**src/rtl/freq_count_reporter.sv**
```systemverilog
// -----------------------------------------------------------------------------
// freq_count_reporter
// Snapshots each completed FrequencyCounter measurement, buffers the records
// in a small FIFO and sends each one to the controller MCU as a framed 8N1 UART
// packet (LSB first, idle high).
//
// Frame (15 bytes): A5, seq, ref_sys_cnt[LE], sig_cnt[LE], sig_sys_cnt[LE],
//                   XOR of bytes 1..13.
//
// Ports:
//   sys_clk      in   system clock, all logic on its rising edge
//   rst          in   synchronous active-high reset
//   ready        in   measurement-complete level; its rising edge captures
//   ref_sys_cnt  in   [31:0] sys_clk count over the reference gate
//   sig_cnt      in   [31:0] signal-clock count over the gate
//   sig_sys_cnt  in   [31:0] sys_clk count over the signal gate
//   uart_tx      out  UART serial output, registered
//   busy         out  frame in progress or FIFO non-empty, registered
//   overflow     out  sticky: a record was dropped since reset
//   drop_cnt     out  [7:0] saturating count of dropped records
// -----------------------------------------------------------------------------
module freq_count_reporter #(
    parameter int CLKS_PER_BIT = 434,
    parameter int FIFO_AW      = 2
) (
    input  logic        sys_clk,
    input  logic        rst,
    input  logic        ready,
    input  logic [31:0] ref_sys_cnt,
    input  logic [31:0] sig_cnt,
    input  logic [31:0] sig_sys_cnt,
    output logic        uart_tx,
    output logic        busy,
    output logic        overflow,
    output logic [7:0]  drop_cnt
);

    localparam int DEPTH = 1 << FIFO_AW;
    localparam int CW    = $clog2(CLKS_PER_BIT);
    localparam logic [FIFO_AW:0] FULL_CNT = (FIFO_AW + 1)'(DEPTH);
    localparam logic [FIFO_AW:0] ZERO_CNT = {(FIFO_AW + 1){1'b0}};
    localparam logic [CW-1:0]    BIT_LAST = CW'(CLKS_PER_BIT - 1);

    typedef enum logic [2:0] {
        IDLE  = 3'd0,
        LOAD  = 3'd1,
        START = 3'd2,
        DATA  = 3'd3,
        STOP  = 3'd4
    } state_t;

    // Record layout: {seq[103:96], ref_sys_cnt[95:64], sig_cnt[63:32], sig_sys_cnt[31:0]}
    logic [103:0]       mem_r [DEPTH];
    logic [FIFO_AW-1:0] wr_ptr_r;
    logic [FIFO_AW-1:0] rd_ptr_r;
    logic [FIFO_AW:0]   count_r;
    logic               ready_q_r;
    logic [7:0]         seq_r;

    logic [103:0]       frame_r;
    logic [3:0]         idx_r;
    logic [7:0]         shreg_r;
    logic [2:0]         bit_idx_r;
    logic [CW-1:0]      clk_cnt_r;
    state_t             state_r;
    state_t             state_next_s;

    logic               capture_s;
    logic               fifo_full_s;
    logic               push_s;
    logic               pop_s;
    logic               bit_done_s;
    logic               uart_tx_next_s;
    logic               busy_next_s;

    // XOR of all 13 record bytes, which equals the XOR of frame bytes 1..13.
    function automatic logic [7:0] record_xor(input logic [103:0] rec);
        logic [7:0] acc;
        acc = 8'h00;
        for (int i = 0; i < 13; i++) begin
            acc = acc ^ rec[8*i +: 8];
        end
        return acc;
    endfunction

    // Byte i of the outgoing frame built from a stored record.
    function automatic logic [7:0] frame_byte(input logic [103:0] rec, input logic [3:0] i);
        logic [7:0] b;
        case (i)
            4'd0:    b = 8'hA5;
            4'd1:    b = rec[103:96];
            4'd2:    b = rec[71:64];
            4'd3:    b = rec[79:72];
            4'd4:    b = rec[87:80];
            4'd5:    b = rec[95:88];
            4'd6:    b = rec[39:32];
            4'd7:    b = rec[47:40];
            4'd8:    b = rec[55:48];
            4'd9:    b = rec[63:56];
            4'd10:   b = rec[7:0];
            4'd11:   b = rec[15:8];
            4'd12:   b = rec[23:16];
            4'd13:   b = rec[31:24];
            4'd14:   b = record_xor(rec);
            default: b = 8'hFF;
        endcase
        return b;
    endfunction

    // Fullness is judged on the count before the edge, so a same-edge pop
    // cannot make room for a capture.
    assign capture_s   = ready & ~ready_q_r;
    assign fifo_full_s = (count_r == FULL_CNT);
    assign push_s      = capture_s & ~fifo_full_s;
    assign pop_s       = (state_r == IDLE) && (count_r != ZERO_CNT);
    assign bit_done_s  = (clk_cnt_r == BIT_LAST);

    // Record storage; contents are don't-care until written, so no reset.
    always_ff @(posedge sys_clk) begin
        if (push_s) begin
            mem_r[wr_ptr_r] <= {seq_r, ref_sys_cnt, sig_cnt, sig_sys_cnt};
        end
    end

    // Edge detect, sequence number, FIFO pointers and drop accounting.
    always_ff @(posedge sys_clk) begin
        if (rst) begin
            ready_q_r <= 1'b0;
            seq_r     <= 8'h00;
            wr_ptr_r  <= {FIFO_AW{1'b0}};
            rd_ptr_r  <= {FIFO_AW{1'b0}};
            count_r   <= ZERO_CNT;
            overflow  <= 1'b0;
            drop_cnt  <= 8'h00;
        end else begin
            ready_q_r <= ready;
            if (capture_s) begin
                seq_r <= seq_r + 8'h01;
                if (fifo_full_s) begin
                    overflow <= 1'b1;
                    if (drop_cnt != 8'hFF) begin
                        drop_cnt <= drop_cnt + 8'h01;
                    end
                end
            end
            if (push_s) begin
                wr_ptr_r <= wr_ptr_r + FIFO_AW'(1);
            end
            if (pop_s) begin
                rd_ptr_r <= rd_ptr_r + FIFO_AW'(1);
            end
            case ({push_s, pop_s})
                2'b10:   count_r <= count_r + (FIFO_AW + 1)'(1);
                2'b01:   count_r <= count_r - (FIFO_AW + 1)'(1);
                default: count_r <= count_r;
            endcase
        end
    end

    // Transmit FSM state register.
    always_ff @(posedge sys_clk) begin
        if (rst) begin
            state_r <= IDLE;
        end else begin
            state_r <= state_next_s;
        end
    end

    // Transmit FSM next-state logic.
    always_comb begin
        state_next_s = state_r;
        case (state_r)
            IDLE: begin
                if (count_r != ZERO_CNT) begin
                    state_next_s = LOAD;
                end else begin
                    state_next_s = IDLE;
                end
            end
            LOAD: state_next_s = START;
            START: begin
                if (bit_done_s) begin
                    state_next_s = DATA;
                end else begin
                    state_next_s = START;
                end
            end
            DATA: begin
                if (bit_done_s && (bit_idx_r == 3'd7)) begin
                    state_next_s = STOP;
                end else begin
                    state_next_s = DATA;
                end
            end
            STOP: begin
                if (!bit_done_s) begin
                    state_next_s = STOP;
                end else if (idx_r != 4'd14) begin
                    state_next_s = LOAD;
                end else begin
                    state_next_s = IDLE;
                end
            end
            default: state_next_s = IDLE;
        endcase
    end

    // Transmit FSM output decode, registered below.
    always_comb begin
        uart_tx_next_s = 1'b1;
        case (state_r)
            START:   uart_tx_next_s = 1'b0;
            DATA:    uart_tx_next_s = shreg_r[0];
            default: uart_tx_next_s = 1'b1;
        endcase
        busy_next_s = (state_r != IDLE) || (count_r != ZERO_CNT);
    end

    // Registered outputs; reset returns the line to idle on the reset edge.
    always_ff @(posedge sys_clk) begin
        if (rst) begin
            uart_tx <= 1'b1;
            busy    <= 1'b0;
        end else begin
            uart_tx <= uart_tx_next_s;
            busy    <= busy_next_s;
        end
    end

    // Frame register, byte index, shift register and bit timing.
    always_ff @(posedge sys_clk) begin
        if (rst) begin
            frame_r   <= 104'h0;
            idx_r     <= 4'd0;
            shreg_r   <= 8'hFF;
            bit_idx_r <= 3'd0;
            clk_cnt_r <= {CW{1'b0}};
        end else begin
            case (state_r)
                IDLE: begin
                    clk_cnt_r <= {CW{1'b0}};
                    idx_r     <= 4'd0;
                    if (pop_s) begin
                        frame_r <= mem_r[rd_ptr_r];
                    end
                end
                LOAD: begin
                    clk_cnt_r <= {CW{1'b0}};
                    bit_idx_r <= 3'd0;
                    shreg_r   <= frame_byte(frame_r, idx_r);
                end
                START: begin
                    clk_cnt_r <= bit_done_s ? {CW{1'b0}} : clk_cnt_r + CW'(1);
                end
                DATA: begin
                    clk_cnt_r <= bit_done_s ? {CW{1'b0}} : clk_cnt_r + CW'(1);
                    if (bit_done_s) begin
                        shreg_r   <= {1'b1, shreg_r[7:1]};
                        bit_idx_r <= bit_idx_r + 3'd1;
                    end
                end
                STOP: begin
                    clk_cnt_r <= bit_done_s ? {CW{1'b0}} : clk_cnt_r + CW'(1);
                    if (bit_done_s && (idx_r != 4'd14)) begin
                        idx_r <= idx_r + 4'd1;
                    end
                end
                default: clk_cnt_r <= {CW{1'b0}};
            endcase
        end
    end

endmodule

```
**config.mk**
```make
export PLATFORM = sky130hd
export DESIGN_NAME = freq_count_reporter
export DESIGN_NICKNAME = d
export VERILOG_FILES = /design/src/rtl/freq_count_reporter.sv
export SDC_FILE = /design/constraint.sdc
export NUM_CORES = 1
export LEC_CHECK = 0
export ABC_AREA = 0
export BUFFER_PORTS_ARGS = -buffer_cell sky130_fd_sc_hd__buf_2
export CORE_MARGIN = 3
export CORE_UTILIZATION = 40
export DETAILED_ROUTE_END_ITERATION = 12
export HOLD_SLACK_MARGIN = 0.05
export PLACE_DENSITY = 0.58
export SYNTH_ARGS = -nofsm -noshare
export SYNTH_HDL_FRONTEND = slang
export SYNTH_SLANG_ARGS = --single-unit
```
**constraint.sdc**
```tcl
create_clock -name sys_clk -period 5.1 [get_ports sys_clk]
set_clock_uncertainty 0.05 [all_clocks]
set_input_delay 0.51 -clock sys_clk [delete_from_list [all_inputs] [get_ports sys_clk]]
set_output_delay 0.51 -clock sys_clk [all_outputs]
set_load 0.005 [all_outputs]
```
## Word-level counts from Yosys, hierarchy flattened

Memories as Yosys holds them, arrays and structs flattened. A register that Yosys moved wholly into a read port is not among the register bits.
Index checks and enable logic that the tools add are counted.

- Output and inout bits: 11
- Bits in registers: 54
- Input port bits: 99
- Memories: 1
- Memory bits (writable): 416

- Add/subtract/negate cells: 9
- Eq/ne operators: 27
- Muxes and demuxes: 17
- Bitwise logic cells: 17
- Reductions and logical operators: 18

Memories:

| memory | words | width | read ports | clocked after Yosys merged registers in | wr ports | RTL line | text |
|---|---|---|---|---|---|---|---|
| mem_r | 4 | 104 | 1 | 1 | 1 | 53 | `logic [103:0] mem_r [DEPTH];` |

Operators with widths:

| cell | count |
|---|---|
| $pmux W8 S15 | 1 |
| $xor A8 B8 Y8 | 12 |
| $eq A4 B4 Y1 const B | 7 |
| $add A8 B1 Y8 const B | 2 |
| $eq A4 B3 Y1 const B | 4 |
| $pmux W8 S2 | 1 |
| $pmux W3 S5 | 1 |
| $pmux W3 S2 | 2 |
| $add A9 B1 Y9 const B | 1 |
| $eq A3 B3 Y1 const B | 3 |
| $eq A9 B9 Y1 const B | 1 |
| $mux W3 | 3 |
| $eq A4 B2 Y1 const B | 2 |
| $mux W8 | 1 |
| $ne A8 B8 Y1 const B | 1 |
| $pmux W4 S2 | 1 |
| $reduce_and A2 Y1 | 4 |
| $add A3 B1 Y3 const B | 2 |
| $eq A3 B2 Y1 const B | 2 |
| $reduce_bool A2 Y1 | 3 |
| $reduce_bool A3 Y1 | 2 |
| $reduce_or A3 Y1 | 2 |
| $mux W1 | 5 |
| $add A2 B1 Y2 const B | 2 |
| other kinds (17) | 23 |

## Logic depth before layout (Yosys ltp)

- Depth after elaboration: 14
- Gate-level depth with buffers: 12
- Mapped depth without buffers: 9

## Worst setup path after synthesis

No wires, ideal clock.

- Kind: input -> register
- Start point: input port ready
- End point: memory mem_r[1][0] (enable)
- Setup slack: 831 ps
- Stages on the path: 4
- Arrival: 3,744 ps
- Setup time: 475 ps
- Path through: nor2b_1 > clkbuf_1 > a21boi_1 > and2_1

- Longest elaborated chain between the ends: 4

Ends and longest elaborated chain:

| what | RTL line | text |
|---|---|---|
| from (decl) | 28 | `input logic ready,` |
| $and A1 B1 Y1 | 112 | `assign capture_s = ready & ~ready_q_r;` |
| $and A1 B1 Y1 | 114 | `assign push_s = capture_s & ~fifo_full_s;` |
| $mux W1 | 120 | `if (push_s) begin` |
| $mux W1 (not written as such) | 121 | `mem_r[wr_ptr_r] <= {seq_r, ref_sys_cnt, sig_cnt, sig_sys_cnt};` |
| to (decl) | 53 |  |

No other way between the ends.

## Final worst setup path

- Start point: register idx_r[0]
- End point: register shreg_r[1]

- Longest elaborated chain between the ends: 3
- Elaborated cells between the ends (all ways): 17
- Those cells by class: eq/ne (14); mux (2); reduce/logical (1)

Ends and longest elaborated chain:

| what | RTL line | text |
|---|---|---|
| from (decl) | 61 | `logic [3:0] idx_r;` |
| from (signal assigned) | 265 | `idx_r <= idx_r + 4'd1;` |
| $eq A4 B4 Y1 (tied with other cells) | 89 | `case (i)` |
| $pmux W8 S15 (*) | 89 |  |
| $pmux W8 S2 (*) | 239 | `case (state_r)` |
| to (signal assigned) | 250 | `shreg_r <= frame_byte(frame_r, idx_r);` |
| to (signal assigned) | 258 | `shreg_r <= {1'b1, shreg_r[7:1]};` |
| to (decl) | 62 | `logic [7:0] shreg_r;` |

Mark *: on every way between the ends. The rest lies on a longest branch, timed or not.
A chain may end at the register's enable or synchronous reset.

==> flow_summary.ini <==
[sta]
fin_crit_share_pct = 56.33
timing_hold_violations_final = 0
finalHoldWorstSlack_ps = 84.07
clock.fmax_mhz = 348.1
timing.final.ws_setup_ps = 2227
sum_neg_setup_slack_ps = 0
finalSetupViolations = 0
final-max-slew-violation-count = 0
worst_pin_slew_ps = 1088
setup_repair_after_global_routing_missed_its_margin = false
layout_min_cycle_time_ps = 2873
slew_headroom_pct = 27.46

[synth]
synth-seq-cells = 574
largest_family_of_logic_cells_by_synthesized_area = multiplexers
yosys_warnings = 0
yosys.area.top_type_share_pct = 54.92
synth_compound_gate_area_share_pct = 6.161
synth_async_sr_flop_share_pct = 0
yosys.cell_types.count = 58
synth-edff-count = 416
netlist_instances = 1483
syn_area_per_cell_um2 = 15.34
syn_area_mm2 = 0.02275
ys_seq_area_share_pct = 68.82
netlist_top_cells_area = edfxtp_1, dfxtp_1, mux4_2
synth_simple_gate_area_share_pct = 6.502
synth-adder-area-share_pct = 0.9131
synthFlopType = edfxtp_1
mappedNetlistNets = 1598
synth_top_area_cell = edfxtp_1
synth.area.mux_share_pct = 10.57
synthXorXnorAreaFrac_pct = 5.226

[pwr]
power_density_mw_per_mm2 = 542.5
vdd.ir_drop.worst_mv = 0.4118
power_leakage_nw = 8.984
total_power_mw = 14.56

[grt]
track_usage_pct = 17.03
grt_antenna_before_repair = 0
largest_net_degree_at_the_start_of_global_routing = 105
grt-ovfl-total = 0
number_of_global_route_vias_before_repair = 12999
grt_first_pass_wirelength_um = 78320

[cts]
cts_buffer_depth = 3
cts_buffers = 58
clk_pin_slew_worst_paths_ps = 60
cts.root.buffer_cell = clkbuf_16
clk_latency_ps = 630
clock-sinks = 574
tritoncts = yes
h-tree-depth = 2

[critical_path]
r2r_slack_ps = 2230
crit_path_end_kind = flip-flop
worstRegToRegCells = 7
critical_path.max_fanout = 22
startpoint = idx_r[0]$_SDFFE_PP0P_
start_kind = flip-flop
crit_path_cell_trace = inv_1 -> ha_1 -> or3_1 -> o21ai_0 -> a2111oi_0 -> o211ai_1 -> a221o_2
crit-reg2reg-capture = shreg_r[1]$_SDFFE_PP1P_
critical_path_arrival_ps = 3310
setup.worst_path.class = flip-flop to flip-flop
critPathRequiredTime_ps = 5540
longest_individual_stage_delay_on_the_worst_path_ps = 780
r2r_start = idx_r[0]$_SDFFE_PP0P_
crit_path_top_delay_cell = ha_1

[flow_run]
maxCapViolCount = 0

[cells_and_area]
fraction_of_final_layout_cells_with_drive_strength_greater_than_1_pct = 19.57
syn_to_final_growth_pct = 18.00
nets = 1777
antennaDiodeCount = 0

[placed_design]
port_buffers = 109
place_hpwl_um = 31550
pre_cts_slack_ps = 1875
gp_congestion = 0.9050

[route]
first_pass_iters = 5
dr_total_vias = 12756
wl_um = 50320
drt_first_iter_violations = 869
drt_drc_violations_left = 0
route.antenna.remaining_nets = 0
wl_per_cell_um = 20.46
vias_per_cell = 5.185

[run_status]
outcome = completed

[floorplanning]
rows = 86
die_height_um = 244.5
ios = 110
die_footprint_mm2 = 0.05977
die-width_um = 244.5
floorplan.core_area_mm2 = 0.05563
initial_utilization_pct = 40.89

[min_path]
hold_start = ref_sys_cnt[5]
min_to = mem_r[1][69]$_DFFE_PP_
hold_depth = 1
holdCritPathClass = primary input to flip-flop
==> final cells by class <==
class / count / area (µm²)
Tap cell: 748 / 935.9
Timing Repair Buffer: 206 / 1551
Fill cell: 4775 / 28790
Sequential cell: 574 / 15660
Clock buffer: 86 / 1647
Clock inverter: 24 / 280.3
Inverter: 17 / 65.06
Multi-Input combinational cell: 805 / 6699
==> cell families (layout without fill, tap and decap cells) <==
group	Yosys count	after routing
AOI/OAI and AO/OA	231	231
xor gates and xnor gates	98	98
adders and majority gates	16	16
buffers and inverters	104	333
DFF	574	574
muxes	109	109
and+or+nand+nor	351	351
==> state kept, by name, indices dropped and copies added, names as in the netlist, 4 cells and up <==
signal	flops
shreg_r	8
drop_cnt	8
idx_r	4
clk_cnt_r	9
seq_r	8
frame_r	104
mem_r	416
==> worst max path at each step <==
| stage | end | slack, ps |
|---|---|---|
| 6_report | shreg_r[1]$_SDFFE_PP1P_ | 2230 |
| 5_1_grt | shreg_r[1]$_SDFFE_PP1P_ | 1960 |
| 4_1_cts | mem_r[2][9]$_DFFE_PP_ | 2220 |
| 3_5_place_dp | mem_r[2][57]$_DFFE_PP_ | 1880 |
| 3_3_place_gp | mem_r[2][61]$_DFFE_PP_ | 1860 |
| 2_1_floorplan | mem_r[1][0]$_DFFE_PP_ | 830 |
==> critical path: cells and delay by family (launching register included) <==
kind                       cells  cell delay [ps]
AOI/OAI and AO/OA              4             1230
buffers and inverters          1              120
and+or+nand+nor                1              220
DFF                            1              340
adders and majority gates      1              780
==> metal layers <==
metal  routed length (µm)  GRT usage [%]  share of wire, %  vias up
li1                     -              -                 -     5964
met1                22170          23.40                44     6399
met2                24130          27.20                48      306
met3                 2230          2.950               4.4       87
met4                 1786          6.669               3.5        0
met5                    0              0                 0        -
==> cells in the mapped netlist, drive strengths merged, types with 9 or more instances <==
cell type and n:
xnor2 59, inv 16, a22oi 29, and3 10, dfxtp 158, xor2 15
mux4 105, nor3 13, nand3 20, nor2 44, nand2 233, ha 15
o21ai 19, a211oi 9, buf 24, clkbuf 63, xnor3 24, a21oi 135
edfxtp 416
==> report_power, final <==
group	internal, mW	leakage, nW	switching (mW)	total [mW]
combinational	1.95	2.94	2.06	4.02
clock	2.45	0.944	1.76	4.21
sequential	5.68	5.10	0.653	6.34
total	10.1	8.98	4.48	14.6
==> metrics by stage <==
step                      std cells  instance area (µm²)  utilization, %
after floorplan                1483                22750               -
after global placement         2270                24110           43.34
after detailed placement       2270                24110           43.34
after CTS                      2460                26840           48.25
after global routing           2460                26840           48.25
final                          2460                26840           48.25
==> cells in the final DEF, fill, tap and decap left out, types with 4 or more instances in the layout <==
master and n:
buf_2 108, a211oi_1 9, mux2i_1 4, clkbuf_16 58
a221oi_1 4, a31oi_1 4, clkinv_1 5, xor2_1 15
xnor2_1 59, and2_4 4, or3_1 6, clkinv_2 11
buf_4 12, edfxtp_1 416, nand3_1 20, dlygate4sd3_1 80
a222oi_1 4, nor3_1 13, o211ai_1 5, a22oi_1 29
nand2_1 233, and3_1 8, inv_1 15, bufinv_16 4
ha_1 15, mux4_2 105, clkbuf_8 9, dfxtp_1 156
nor2b_1 6, buf_12 6, o21ai_0 19, nor2_1 44
xnor3_1 24, a21oi_1 135, clkbuf_1 19, nand4_1 6
==> repair_timing <==
| item | 4_1_cts | 5_1_grt |
|---|---|---|
| resized for setup | 0 | 0 |
| hold endpoints to repair | 312 | 0 |
| hold buffers | 80 | 0 |
| setup buffers | 0 | 0 |
(Power assumes the default switching activity.)
